**src/rtl/fpgapu_sample_stream.sv**
```systemverilog
// fpgapu_sample_stream
//   Audio output stage between the APU and a host/DAC sink. Decimates the
//   per-clock APU sample, converts it from IN_WIDTH to OUT_WIDTH, buffers it
//   in a first-word-fall-through FIFO with a valid/ready handshake, and owns
//   the channel-mixer mask, which only changes on APU frame boundaries.
//
// Ports
//   i_clk            system clock
//   i_reset          synchronous reset, active-high
//   i_sample         APU mixed sample (IN_WIDTH, unsigned)
//   i_frame_pulse    APU frame strobe, one clock wide
//   i_mixer_req      requested mixer mask (CHANNELS)
//   o_mixer          applied mixer mask, to the APU
//   o_valid          FIFO head valid
//   i_ready          sink accepts the head this cycle
//   o_data           FIFO head sample (OUT_WIDTH)
//   o_level          current FIFO occupancy
//   o_overflow       sticky flag: a sample was dropped
//   i_clear_overflow clears o_overflow
module fpgapu_sample_stream #(
  parameter int IN_WIDTH   = 9,
  parameter int OUT_WIDTH  = 8,
  parameter int CHANNELS   = 4,
  parameter int DECIM      = 1,
  parameter int FIFO_DEPTH = 16,
  parameter int MODE       = 0
) (
  input  logic                          i_clk,
  input  logic                          i_reset,
  input  logic [IN_WIDTH-1:0]           i_sample,
  input  logic                          i_frame_pulse,
  input  logic [CHANNELS-1:0]           i_mixer_req,
  output logic [CHANNELS-1:0]           o_mixer,
  output logic                          o_valid,
  input  logic                          i_ready,
  output logic [OUT_WIDTH-1:0]          o_data,
  output logic [$clog2(FIFO_DEPTH):0]   o_level,
  output logic                          o_overflow,
  input  logic                          i_clear_overflow
);

  localparam int AW = $clog2(FIFO_DEPTH);
  localparam int LW = AW + 1;
  localparam int CW = (DECIM > 1) ? $clog2(DECIM) : 1;
  localparam logic [CW-1:0] CNT_LAST   = CW'(DECIM - 1);
  localparam logic [LW-1:0] LEVEL_FULL = LW'(FIFO_DEPTH);
  localparam logic [LW-1:0] LEVEL_ONE  = LW'(1);
  localparam logic [AW-1:0] PTR_ONE    = AW'(1);
  localparam logic [CW-1:0] CNT_ONE    = CW'(1);

  // Width conversion selected at elaboration time by MODE.
  function automatic logic [OUT_WIDTH-1:0] convert_sample(input logic [IN_WIDTH-1:0] s);
    logic [IN_WIDTH-1:0]  shifted;
    logic [IN_WIDTH-1:0]  upper;
    logic [OUT_WIDTH-1:0] r;
    shifted = s >> (IN_WIDTH - OUT_WIDTH);
    upper   = s >> OUT_WIDTH;
    case (MODE)
      32'sd0:  r = s[OUT_WIDTH-1:0];
      32'sd1:  r = (upper != {IN_WIDTH{1'b0}}) ? {OUT_WIDTH{1'b1}} : s[OUT_WIDTH-1:0];
      32'sd2:  r = shifted[OUT_WIDTH-1:0];
      default: r = s[OUT_WIDTH-1:0];
    endcase
    return r;
  endfunction

  logic [CW-1:0]        cnt_r;
  logic [AW-1:0]        wr_ptr_r;
  logic [AW-1:0]        rd_ptr_r;
  logic [LW-1:0]        level_r;
  logic [OUT_WIDTH-1:0] head_r;
  logic                 valid_r;
  logic                 overflow_r;
  logic [CHANNELS-1:0]  mixer_r;
  logic [OUT_WIDTH-1:0] mem_r [FIFO_DEPTH];

  logic                 tick_s;
  logic                 pop_s;
  logic                 full_s;
  logic                 push_s;
  logic                 drop_s;
  logic [OUT_WIDTH-1:0] conv_s;
  logic [LW-1:0]        level_next_s;
  logic [LW-1:0]        remain_s;
  logic [AW-1:0]        rd_next_s;
  logic [OUT_WIDTH-1:0] head_next_s;

  assign tick_s = (cnt_r == CNT_LAST);
  assign pop_s  = valid_r & i_ready;
  assign full_s = (level_r == LEVEL_FULL);
  // A full FIFO still accepts the sample when the head leaves in the same cycle.
  assign push_s = tick_s & (~full_s | pop_s);
  assign drop_s = tick_s & full_s & ~pop_s;
  assign conv_s = convert_sample(i_sample);

  // Next occupancy, read pointer and registered head value.
  always_comb begin
    level_next_s = level_r;
    remain_s     = level_r;
    rd_next_s    = rd_ptr_r;
    head_next_s  = head_r;
    case ({push_s, pop_s})
      2'b10:   level_next_s = level_r + LEVEL_ONE;
      2'b01:   level_next_s = level_r - LEVEL_ONE;
      default: level_next_s = level_r;
    endcase
    if (pop_s) begin
      remain_s  = level_r - LEVEL_ONE;
      rd_next_s = rd_ptr_r + PTR_ONE;
    end else begin
      remain_s  = level_r;
      rd_next_s = rd_ptr_r;
    end
    // The head register is loaded straight from the converter when the
    // incoming sample becomes the head, otherwise from the stored entry.
    if (remain_s == {LW{1'b0}}) begin
      if (push_s) begin
        head_next_s = conv_s;
      end else begin
        head_next_s = head_r;
      end
    end else begin
      head_next_s = mem_r[rd_next_s];
    end
  end

  // Sample storage; entries need no reset since level gates their use.
  always_ff @(posedge i_clk) begin
    if (push_s) begin
      mem_r[wr_ptr_r] <= conv_s;
    end
  end

  // Decimation counter, FIFO control, overflow flag and mixer mask.
  always_ff @(posedge i_clk) begin
    if (i_reset) begin
      cnt_r      <= {CW{1'b0}};
      wr_ptr_r   <= {AW{1'b0}};
      rd_ptr_r   <= {AW{1'b0}};
      level_r    <= {LW{1'b0}};
      head_r     <= {OUT_WIDTH{1'b0}};
      valid_r    <= 1'b0;
      overflow_r <= 1'b0;
      mixer_r    <= {CHANNELS{1'b1}};
    end else begin
      if (tick_s) begin
        cnt_r <= {CW{1'b0}};
      end else begin
        cnt_r <= cnt_r + CNT_ONE;
      end
      if (push_s) begin
        wr_ptr_r <= wr_ptr_r + PTR_ONE;
      end
      rd_ptr_r <= rd_next_s;
      level_r  <= level_next_s;
      head_r   <= head_next_s;
      valid_r  <= (level_next_s != {LW{1'b0}});
      // A drop wins over a simultaneous clear.
      if (drop_s) begin
        overflow_r <= 1'b1;
      end else if (i_clear_overflow) begin
        overflow_r <= 1'b0;
      end
      if (i_frame_pulse) begin
        mixer_r <= i_mixer_req;
      end
    end
  end

  assign o_mixer    = mixer_r;
  assign o_valid    = valid_r;
  assign o_data     = head_r;
  assign o_level    = level_r;
  assign o_overflow = overflow_r;

endmodule

```
**config.mk**
```make
export PLATFORM = sky130hd
export DESIGN_NAME = fpgapu_sample_stream
export DESIGN_NICKNAME = d
export VERILOG_FILES = /design/src/rtl/fpgapu_sample_stream.sv
export SDC_FILE = /design/constraint.sdc
export NUM_CORES = 1
export LEC_CHECK = 0
export ABC_AREA = 1
export BUFFER_PORTS_ARGS = -buffer_cell sky130_fd_sc_hd__buf_2
export CORE_UTILIZATION = 30
export CTS_CLUSTER_DIAMETER = 150
export DETAILED_ROUTE_END_ITERATION = 8
export HOLD_SLACK_MARGIN = 0.05
export PLACE_DENSITY = 0.56
export SYNTH_ARGS = -nofsm -noshare
export SYNTH_HDL_FRONTEND = slang
export SYNTH_SLANG_ARGS = --single-unit
export TNS_END_PERCENT = 20
```
**constraint.sdc**
```tcl
create_clock -name i_clk -period 5.3 [get_ports i_clk]
set_input_delay 0.53 -clock i_clk [delete_from_list [all_inputs] [get_ports i_clk]]
set_output_delay 0.53 -clock i_clk [all_outputs]
set_load 0.01 [all_outputs]
```
# Word level (Yosys, flattened, before mapping)
# Memories as Yosys holds them, arrays and structs flattened.
# Cells that the tools add are included.
[op_classes] add_sub_neg=5 eq_ne=4 muxes=9 bitwise=8 n_reduce_logical=4
[ops] op="8-bit 2-to-1 mux" count=2
[ops] op="5-bit case mux with 2 select lines" count=1
[ops] op="4-bit by 1-bit adder with 4-bit output, second input constant" count=2
[ops] op="5-bit by 1-bit adder with 5-bit output, second input constant" count=1
[ops] op="5-bit equality test, second input constant" count=1
[ops] op="5-bit zero test" count=1
[ops] op="5-bit 2-to-1 mux" count=1
[ops] op="5-bit nonzero test" count=1
[ops] op="5-bit by 1-bit subtractor with 5-bit output, second input constant" count=1
[ops] op="1-bit bitwise AND" count=4
[ops] op="1-bit 2-to-1 mux" count=4
[ops] op="4-bit 2-to-1 mux" count=1
[ops] op="1-bit NOT" count=3
[ops] op="2-bit by 1-bit equality test with 1-bit output, second input constant" count=1
[ops] op="2-bit equality test, second input constant" count=1
[ops] op="2-bit inequality test, second input constant" count=1
[ops] op="2-bit nonzero test" count=1
[ops] op="2-bit OR reduction" count=1
[ops] op="1-bit adder, second input constant" count=1
[ops] op="1-bit bitwise OR" count=1
[totals] register_bits=28 mem_bits_rw=128 in_bits=18 out_inout_bits=19 word_cells=39 mem_count=1
[memory_table] name="mem_r" words=16 width=8 read_ports=1 rd_ports_with_merged_regs=0 write_ports=1 line="75" source="logic [OUT_WIDTH-1:0] mem_r [FIFO_DEPTH];"

# Longest topological paths before layout
# Gate-level depths: netlist (run 1).
[depth] word_depth=7 ltp_mapped=14 mapped_depth_nobuf=13

# Least setup slack after synthesis (run 1)
# No wires, ideal clock.
[synth_path] kind="reg-to-reg" startpoint="reg level_r[0], in the netlist o_level[0]" endpoint="reg valid_r, in the netlist o_valid" setup_time_ns=0.119 arrival_ns=2.213 path_slack_ns=2.968 path_stages_with_launch=15 period_less_slack_ns=2.332 path_cell_list="dfxtp_1 inv_1 ha_1 nand4_1 nor2_1 nor2_4 inv_1 buf_4 ha_1 a21oi_1 o21ai_0 o21ai_0 nand3_1 o21ai_0 nand2_1"
[synth_between] elab_chain_len=7 word_cells_on_any_way=10 classes_between="add/sub: 2; eq/ne: 3; mux: 1; bitwise: 3; reduce/logical: 1"
[synth_rtl] element="from (decl)" line="70" source="logic [LW-1:0] level_r;"
[synth_rtl] element="from (signal assigned)" line="140" source="level_r <= {LW{1'b0}};"
[synth_rtl] element="from (signal assigned)" line="155" source="level_r <= level_next_s;"
[synth_rtl] element="5-bit equality test" line="90" source="assign full_s = (level_r == LEVEL_FULL);"
[synth_rtl] element="1-bit NOT" line="92" source="assign push_s = tick_s & (~full_s | pop_s);"
[synth_rtl] element="1-bit bitwise OR" line="92"
[synth_rtl] element="1-bit bitwise AND" line="92"
[synth_rtl] element="2-bit by 1-bit equality test with 1-bit output / 2-bit equality test (equally long branches)" line="102" source="case ({push_s, pop_s})"
[synth_rtl] element="5-bit case mux with 2 select lines (*)" line="102"
[synth_rtl] element="5-bit nonzero test (*)" line="157" source="valid_r <= (level_next_s != {LW{1'b0}});"
[synth_rtl] element="to (signal assigned)" line="157"
[synth_rtl] element="to (decl)" line="72" source="logic valid_r;"
# Every way passes the cells marked *; elsewhere a longest branch is shown, timed or not.
# A chain may end at the register's enable or synchronous reset.

# Final worst setup path (run 1)
# Same ends and word-level chain as after synthesis.

==> flow_metrics.py, run 1 <==
metrics = {
    "clocking": {
        "numCtsBuffers": 17,
        "htree_levels": 4,
        "clkTransAtPathRegs_ns": 0.06,
        "postCtsHoldBufs": 0,
        "cts_root_buf": "clkbuf_16",
        "cts_tree": "yes",
        "clockBufferDepth": 2,
        "post_cts.repair.setup_buffers": 0,
        "clkLatencyLatePin_ns": 0.44,
        "cts_resized": 0,
        "cts_sinks": 156,
    },
    "worst_setup_path": {
        "crit_slowest_cell": "ha_1",
        "crit_type": "flip-flop to flip-flop",
        "critPathLaunchType": "flip-flop",
        "cp_top_family": "adder cells",
        "cp-end-kind": "flip-flop",
        "path_max_fanout": 15,
        "cpMostUsedCell": "inv_1",
        "slowest_delay_ns": 0.49,
        "cp_num_buf_inv": 3,
        "crit_chain": "inv_1 -> ha_1 -> nand4_1 -> nor2_1 -> nor2_4 -> inv_1 -> ha_1 -> inv_1 -> o21ai_0 -> nand3_1 -> o21ai_0 -> nand2_1",
        "critPathArrivalTime_ns": 3.32,
        "crit_required_ns": 5.63,
    },
    "final_layout": {
        "antenna_cells": 0,
        "final_cells": 1075,
        "drive_above_1_share": 0.112,
        "fillCellCount": 2374,
        "area_growth_pct": 13.9,
        "fin_nets": 770,
    },
    "route": {
        "vias": 4864,
        "antenna_left": 0,
        "post_drt_via_cell_ratio": 4.52,
        "wirelength_mm": 16.8,
        "drc": 0,
        "first_pass_iters": 6,
        "routedWlPerCell_um": 15.6,
        "drtIter0Drc": 380,
    },
    "power": {
        "p_leak_nw": 3.29,
        "p_clk_frac": 0.333,
        "p_switching_mw": 1.18,
        "seq_power_share": 0.408,
        "swShare": 0.338,
        "intPower_mw": 2.32,
        "power_mw": 3.50,
        "power.density_nw_per_um2": 430,
        "peakVddDrop_uv": 228,
        "p_comb_frac": 0.259,
    },
    "synth": {
        "seq_area_frac_synth": 0.617,
        "synth_top_cell_area_share": 0.538,
        "ys.warnings.count": 0,
        "ys_ff_latch": 156,
        "syn_inst": 718,
        "synthDistinctLibCells": 31,
        "syn_area_sq_um": 7140,
        "yosys-top-cells-area": "edfxtp_1 (54%), nand3_1 (11%), dfxtp_1 (7.9%)",
        "syn_nets": 745,
        "syn_area_per_cell_sq_um": 9.95,
        "synth_top_area_cell": "edfxtp_1",
    },
    "global_route": {
        "overflow": 0,
        "grt_util_met1": 0.195,
        "grt_usage": 0.146,
        "met2_usage": 0.235,
        "grt_use_met3": 0.0255,
        "grt_max_degree": 66,
        "grt_pass1_vias": 4592,
        "grt_busiest_layer": "met2",
        "antenna_found_initial": 0,
        "grt_pass1_wl_mm": 26.1,
    },
    "placed_design": {
        "place_congestion": 0.796,
        "portBuffers": 35,
        "dp_hpwl_mm": 9.98,
        "place_inst": 1043,
    },
    "outcome": {
        "status": "finished, final reports clean",
    },
    "floorplanning": {
        "initial_core_util": 0.305,
        "ios": 37,
        "fp-row-count": 56,
        "die_x_um": 156,
        "core_area_sq_um": 23400,
        "dieArea_sq_um": 24400,
        "die_h_um": 156,
    },
    "timing": {
        "period_share": 0.564,
        "period_minus_slack_ns": 2.99,
        "relSlewSlack": 0.348,
        "fmax_mhz": 334,
        "grt_setup_unrepaired": "false",
        "hold_viol": 0,
        "finClkSkew_ns": 0.0200,
        "worstMarginPinSlew_ns": 0.978,
        "setup_viol": 0,
        "maxSlewViolCount": 0,
        "tns_ns": 0,
    },
    "min_path": {
        "hp-class": "primary input to flip-flop",
    },
    "job": {
        "maxCapViolations": 0,
    },
}
[path summary, 6_finish.rpt]
kind | depth (start not counted) | endpoint | from | slack (ns)
worst max-delay path | 12 | o_valid | o_level[0] | 2.31
worst min-delay path | 3 | o_mixer[3] | i_mixer_req[3] | 0.30
worst max register to register | 12 | o_valid | o_level[0] | 2.31
worst min register to register | 2 | o_mixer[1] | o_mixer[1] | 0.45
[power groups by stage]
stage	Combinational [mW]	Sequential [mW]	Clock, mW
final	0.906	1.43	1.17
after CTS	0.914	1.43	1.18
after global routing	1.02	1.44	1.24
after detailed placement	0.912	1.46	0
after global placement	0.903	1.45	0
after floorplan	0.643	1.47	0
[synth_stat cells (all sizes together)]
master   count
a21oi       15
a2bb2oi      1
buf         32
clkbuf       2
conb         1
dfxtp       28
edfxtp     128
ha           9
inv        106
mux2i        1
nand2      144
nand3      156
nand3b      40
nand4        1
nor2        30
nor3         3
nor3b        1
o21a         1
o21ai       13
o31ai        1
xnor2        1
xor2         4
[sequential cells by signal, summed over array words and instances, names as in the netlist]
signal and cells:
o_overflow 1, cnt_r 1, mem_r 128, wr_ptr_r 4, o_mixer 4, o_data 8
rd_ptr_r 4, o_level 5, o_valid 1
[per-stage QoR]
| stage | area [sq um] | worst slack [ns] | hold WS [ns] | util |
|---|---|---|---|---|
| 6_report | 8130 | 2.31 | 0.301 | 0.347 |
| 5_1_grt | 8130 | 2.00 | 0.308 | 0.347 |
| 4_1_cts | 8130 | 2.29 | 0.298 | 0.347 |
| 3_5_place_dp | 7560 | 2.29 | 0.442 | 0.323 |
| 3_3_place_gp | 7560 | 2.25 | 0.436 | 0.323 |
| 2_1_floorplan | 7140 | 2.97 | 0.487 | - |
[placed cells by master, fill, tap and decap left out, drive strengths merged]
master    netlist  final
inv           106    110
clkinvlp        0      2
nand2         144    144
o21a            1      1
o21ai          13     13
nand4           1      1
nand3b         40     40
ha              9      9
clkinv          0      8
nand3         156    156
a21oi          15     15
bufinv          0      1
conb            1      1
edfxtp        128    128
xor2            4      4
nor3b           1      1
dfxtp          28     28
o31ai           1      1
a2bb2oi         1      1
buf            32     40
nor3            3      3
clkbuf          2     17
mux2i           1      1
xnor2           1      1
nor2           30     30
[layer usage]
layer,part of all wire,vias up
li1,-,2451
met1,0.47,2329
met2,0.49,69
met3,0.028,15
met4,0.013,0
met5,0,-
[tightest hold or removal path, cell delays in order]
cell	delay, ns
buf_2	0.07
nand2_1	0.04
nand3_1	0.06
[cell type report]
cell class	instances	area, sq um	area share
Timing Repair Buffer	40	213	0.0262
Inverter	106	398	0.0489
Clock buffer	17	425	0.0523
Clock inverter	15	141	0.0174
Multi-Input combinational cell	422	2150	0.265
Tap cell	319	399	0.0491
Sequential cell	156	4400	0.542
[cell families (layout without fill, tap and decap cells)]
| group | count (synthesis) | in the layout | share of synthesized area |
|---|---|---|---|
| simple gates | 375 | 375 | 0.249 |
| flops | 156 | 156 | 0.617 |
| buf+inv | 140 | 178 | 0.0834 |
| compound gates | 31 | 31 | 0.0235 |
| fa+ha+maj | 9 | 9 | 0.0158 |
| xor+xnor | 5 | 5 | 0.00929 |
| other cells | 1 | 1 | 0.000525 |
| mux | 1 | 1 | 0.00140 |
Note: power is estimated with default switching activity, not from simulation.
==> run 2: changes to the inputs <==
- clock period: 5.3 -> 3 ns (I/O delays scaled with it)
==> run 2 against run 1 <==
Compared with the run above: combinational power rose by 81%; critical path depth rose by 1; design area rose by 2.8%; first-iteration DRC count rose by 3.7%; sequential share of layout area fell by 1.5 points; flip-flop and latch count did not move; die area did not move; critical path type unchanged; count of clock-buffer cells in the layout rose by 2; largest power group unchanged; sequential power rose by 76%.
==> flow_metrics.py, run 2 (synthesized netlist as in run 1, its figures left out) <==
metrics = {
    "power": {
        "swShare": 0.324,
        "seq_power_share": 0.399,
        "intPower_mw": 4.28,
        "p_leak_nw": 3.44,
        "power_mw": 6.33,
        "power.density_nw_per_um2": 757,
        "p_comb_frac": 0.259,
        "p_clk_frac": 0.343,
        "p_switching_mw": 2.05,
        "peakVddDrop_uv": 437,
    },
    "timing": {
        "tns_ns": 0,
        "relSlewSlack": 0.522,
        "worstMarginPinSlew_ns": 0.712,
        "grt_setup_unrepaired": "false",
        "period_minus_slack_ns": 2.42,
        "fmax_mhz": 414,
        "finClkSkew_ns": 0.00902,
        "setup_viol": 0,
        "period_share": 0.806,
        "maxSlewViolCount": 0,
        "hold_viol": 0,
    },
    "floorplanning": {
        "fp-row-count": 56,
        "dieArea_sq_um": 24400,
        "die_x_um": 156,
        "core_area_sq_um": 23400,
        "die_h_um": 156,
        "ios": 37,
        "initial_core_util": 0.305,
    },
    "final_layout": {
        "drive_above_1_share": 0.136,
        "regMostFlops": "mem_r",
        "antenna_cells": 0,
        "final_common_cell": "nand3_1",
        "largest_reg_flops": 128,
        "fin_nets": 793,
        "fillCellCount": 2364,
        "mostFrequentLayoutCells": "nand3_1 (155), nand2_1 (140), edfxtp_1 (128), inv_1 (103), nand3b_1 (40)",
        "area_growth_pct": 17.1,
    },
    "placed_design": {
        "place_congestion": 0.813,
        "dp_hpwl_mm": 10.3,
        "portBuffers": 35,
    },
    "worst_setup_path": {
        "crit_required_ns": 3.31,
        "slowest_delay_ns": 0.37,
        "cp_top_family": "simple AND/OR/NAND/NOR gates",
        "critPathArrivalTime_ns": 2.73,
        "reg2reg_to": "o_valid",
        "critPathLaunchType": "flip-flop",
        "cp_num_buf_inv": 3,
        "crit_type": "flip-flop to flip-flop",
        "crit_slowest_cell": "dfxtp_1",
        "rr_worst_depth": 13,
        "r2r_slack_ns": 0.58,
        "path_max_fanout": 14,
        "crit_chain": "inv_1 -> ha_1 -> nand4_1 -> nor2_1 -> nor2_4 -> buf_4 -> ha_1 -> inv_1 -> o31ai_1 -> o21ai_0 -> nand3_1 -> o21ai_0 -> nand2_1",
        "crit-reg2reg-launch": "o_level[0]",
        "cp-end-kind": "flip-flop",
    },
    "min_path": {
        "holdPathStages": 3,
        "hp-class": "primary input to flip-flop",
        "hold-path-endpoint": "o_mixer[3]",
        "hp-start": "i_mixer_req[3]",
    },
    "route": {
        "highest_layer": "met4",
        "wl_met2_mm": 8.30,
        "drtIter0Drc": 394,
        "post_drt_via_cell_ratio": 4.52,
        "antenna_left": 0,
        "wirelength_mm": 16.7,
        "drc": 0,
        "first_pass_iters": 7,
        "vias": 4964,
        "routedWlPerCell_um": 15.2,
        "wl_met3_um": 635,
        "drt-met1-wl_mm": 7.44,
    },
    "clocking": {
        "clkLatencyLatePin_ns": 0.43,
        "htree_levels": 4,
        "postCtsHoldBufs": 0,
        "cts_tree": "yes",
        "cts_root_buf": "clkbuf_16",
        "clockBufferDepth": 2,
        "clkTransAtPathRegs_ns": 0.06,
        "numCtsBuffers": 17,
        "post_cts.repair.setup_buffers": 0,
        "cts_resized": 0,
        "cts_sinks": 156,
    },
    "global_route": {
        "grt_max_degree": 65,
        "grt_pass1_vias": 4828,
        "overflow": 0,
        "antenna_found_initial": 0,
        "grt_usage": 0.147,
        "grt_pass1_wl_mm": 26.4,
    },
    "job": {
        "maxCapViolations": 0,
    },
    "outcome": {
        "status": "finished, final reports clean",
    },
}
-- run 2: changes by cell type in the layout (fill, tap and decap cells not counted), sizes merged --
cell,delta
clkbuf,+2
inv,-1
clkinv,-4
buf,+23
bufinv,+2
clkinvlp,+1
-- run 2: per-layer routing --
| layer | track usage | vias up |
|---|---|---|
| li1 | - | 2506 |
| met1 | 0.183 | 2341 |
| met2 | 0.247 | 100 |
| met3 | 0.0316 | 17 |
| met4 | 0.0551 | 0 |
| met5 | 0 | - |
-- run 2: cell type report --
type / instances / area (sq um) / share of cell area
Sequential cell: 156 / 4400 / 0.527
Clock inverter: 13 / 165 / 0.0198
Multi-Input combinational cell: 422 / 2150 / 0.257
Inverter: 106 / 398 / 0.0476
Timing Repair Buffer: 63 / 410 / 0.0491
Clock buffer: 19 / 433 / 0.0518
Tap cell: 319 / 399 / 0.0477
-- run 2: power by group through the flow --
stage          Combinational, mW  Clock (mW)  Sequential (mW)
3_5_place_dp                1.65           0             2.57
4_1_cts                     1.65        2.21             2.53
6_report                    1.64        2.17             2.52
5_1_grt                     1.87        2.29             2.54
3_3_place_gp                1.64           0             2.57
2_1_floorplan               1.14           0             2.59
-- run 2: how the worst max path moves through the flow --
stage | start | endpoint | slack [ns] | depth (start not counted)
final | o_level[0] | o_valid | 0.58 | 13
after CTS | o_level[0] | o_valid | 0.61 | 13
after global routing | o_valid | o_data[4] | 0.33 | 11
after global placement | i_ready | o_data[7] | 0.60 | 11
after detailed placement | i_ready | o_data[5] | 0.59 | 11
after floorplan | o_level[0] | o_valid | 0.67 | 14
-- run 2: worst register-to-register path, cell delays in order (launching register included) --
cell and delay [ns]:
dfxtp_1 0.37, inv_1 0.12, ha_1 0.22, nand4_1 0.13, nor2_1 0.23, nor2_4 0.05
buf_4 0.19, ha_1 0.27, inv_1 0.08, o31ai_1 0.07, o21ai_0 0.20, nand3_1 0.14
o21ai_0 0.18, nand2_1 0.06
-- run 2: stage by stage --
step | hold slack, ns | utilization | area, sq um | setup WS (ns) | std cells
after floorplan | 0.399 | - | 7140 | 0.668 | 718
after global placement | 0.434 | 0.332 | 7760 | 0.604 | 1066
after detailed placement | 0.443 | 0.332 | 7760 | 0.594 | 1066
after CTS | 0.0668 | 0.357 | 8360 | 0.605 | 1098
after global routing | 0.0813 | 0.357 | 8360 | 0.329 | 1098
final | 0.0849 | 0.357 | 8360 | 0.583 | 1098
==> run 3: changes to the inputs <==
- clock period: 3 -> 2.37 ns (I/O delays scaled with it)
==> run 3 against run 2 <==
Compared with the run above: combinational power is 35% higher; design area is 1.6% higher; critical path type unchanged; fmax is 13% higher; highest routed layer unchanged; total power is 31% higher; register-to-register slack worse by 0.36 ns; largest cell class unchanged; utilization is 0.56 points higher; first-iteration DRC count is 19% higher.
==> flow_metrics.py, run 3 (synthesized netlist as in run 1, its figures left out) <==
metrics = {
    "timing": {
        "tns_ns": 0,
        "fmax_mhz": 466,
        "relSlewSlack": 0.517,
        "period_minus_slack_ns": 2.15,
        "period_share": 0.905,
        "worst_slack_ns": 0.224,
        "setup_viol": 0,
        "maxSlewViolCount": 0,
        "grt_setup_unrepaired": "false",
        "worstMarginPinSlew_ns": 0.719,
        "finClkSkew_ns": 0.00651,
        "hold_viol": 0,
    },
    "power": {
        "p_switching_mw": 2.66,
        "p_leak_nw": 3.51,
        "power.density_nw_per_um2": 973,
        "swShare": 0.321,
        "peakVddDrop_uv": 533,
        "p_clk_frac": 0.349,
        "p_comb_frac": 0.267,
        "seq_power_share": 0.384,
        "intPower_mw": 5.61,
        "power_mw": 8.27,
    },
    "global_route": {
        "grt_util_met1": 0.199,
        "grt_max_degree": 34,
        "antenna_found_initial": 0,
        "grt_pass1_vias": 4836,
        "grt_usage": 0.152,
        "overflow": 0,
        "grt_pass1_wl_mm": 27.4,
        "grt_use_met3": 0.0307,
        "grt_busiest_layer": "met2",
        "met2_usage": 0.247,
    },
    "route": {
        "routedWlPerCell_um": 15.6,
        "first_pass_iters": 5,
        "wirelength_mm": 17.3,
        "drtIter0Drc": 470,
        "drc": 0,
        "post_drt_via_cell_ratio": 4.57,
        "vias": 5073,
        "antenna_left": 0,
    },
    "placed_design": {
        "portBuffers": 35,
        "place_congestion": 0.827,
        "placed_area_sq_um": 7820,
        "dp_slack_ns": 0.191,
        "dp_hpwl_mm": 10.7,
    },
    "final_layout": {
        "area_growth_pct": 18.9,
        "antenna_cells": 0,
        "largest_reg_flops": 128,
        "regMostFlops": "mem_r",
        "fin_util": 0.363,
        "drive_above_1_share": 0.145,
        "fin_nets": 805,
        "final_common_cell": "nand3_1",
        "fin_area_sq_um": 8490,
        "mostFrequentLayoutCells": "nand3_1 (155), nand2_1 (140), edfxtp_1 (128), inv_1 (103), nand3b_1 (40)",
        "fillCellCount": 2372,
    },
    "clocking": {
        "cts_root_buf": "clkbuf_16",
        "cts_sinks": 156,
        "numCtsBuffers": 17,
        "post_cts.repair.setup_buffers": 0,
        "cts_tree": "yes",
        "htree_levels": 4,
        "clkTransAtPathRegs_ns": 0.06,
        "clkLatencyLatePin_ns": 0.43,
        "clockBufferDepth": 2,
    },
    "floorplanning": {
        "ios": 37,
        "die_x_um": 156,
        "fp-row-count": 56,
        "die_h_um": 156,
        "core_area_sq_um": 23400,
        "dieArea_sq_um": 24400,
        "initial_core_util": 0.305,
    },
    "worst_setup_path": {
        "cp-end-kind": "flip-flop",
        "crit_required_ns": 2.69,
        "critPathArrivalTime_ns": 2.46,
        "r2r_slack_ns": 0.22,
        "crit_type": "flip-flop to flip-flop",
        "critPathLaunchType": "flip-flop",
        "reg2reg_to": "o_valid",
        "path_max_fanout": 6,
        "crit-reg2reg-launch": "o_level[0]",
        "rr_worst_depth": 13,
    },
    "outcome": {
        "status": "finished, final reports clean",
    },
    "min_path": {
        "hp-class": "primary input to flip-flop",
        "hp-start": "i_frame_pulse",
        "holdPathStages": 3,
        "hold-path-endpoint": "o_mixer[3]",
    },
    "job": {
        "maxCapViolations": 0,
    },
}
run 3: area by class of cell:
type / count / area (sq um) / share of cell area
timing repair buffer: 75 / 513 / 0.0604
tap: 319 / 399 / 0.0470
inverter: 106 / 398 / 0.0469
clock buffer: 19 / 433 / 0.0510
clock inverter: 13 / 191 / 0.0225
sequential: 156 / 4400 / 0.519
multi-input combinational: 422 / 2150 / 0.254
run 3: power by group through the flow:
stage	logic (mW)	clock network [mW]	registers [mW]
after floorplan	1.44	0	3.28
after global placement	2.19	0	3.23
after detailed placement	2.20	0	3.24
after CTS	2.22	2.93	3.18
after global routing	2.48	3.07	3.19
final	2.21	2.88	3.17
run 3: critical path, stage by stage (launching register included):
cell and delay [ns]:
dfxtp_1 0.32, inv_1 0.06, ha_1 0.24, nand4_1 0.14, nor2_2 0.07, nor2_4 0.09, inv_1 0.06, ha_1 0.37
a21oi_1 0.13, o21ai_0 0.09, o21ai_1 0.12, nand3_1 0.11, o21ai_0 0.16, nand2_1 0.07
run 3: worst max path at each step:
stage               slack (ns)        from      end  cells past startpoint
finish                    0.22  o_level[0]  o_valid                     13
global placement          0.23  o_level[0]  o_valid                     13
detailed placement        0.19  o_level[0]  o_valid                     13
CTS                       0.18  o_level[0]  o_valid                     13
global route              0.03  o_level[0]  o_valid                     13
floorplan                 0.04  o_level[0]  o_valid                     14
run 3: routing by layer:
metal | routed length, um | part of all wire
met1 | 8030 | 0.46
met2 | 8430 | 0.49
met3 | 553 | 0.032
met4 | 306 | 0.018
met5 | 0 | 0
run 3: per-stage QoR:
stage | cells | hold WS, ns
detailed placement | 1073 | 0.439
floorplan | 718 | 0.336
global placement | 1073 | 0.437
global route | 1110 | 0.0894
finish | 1110 | 0.0839
CTS | 1110 | 0.0638
run 3: timing repair:
item,4_1_cts,5_1_grt
hold buffers,5,0
endpoints found under the setup margin,0,1
hold endpoints to repair,5,0
resized for setup,0,2
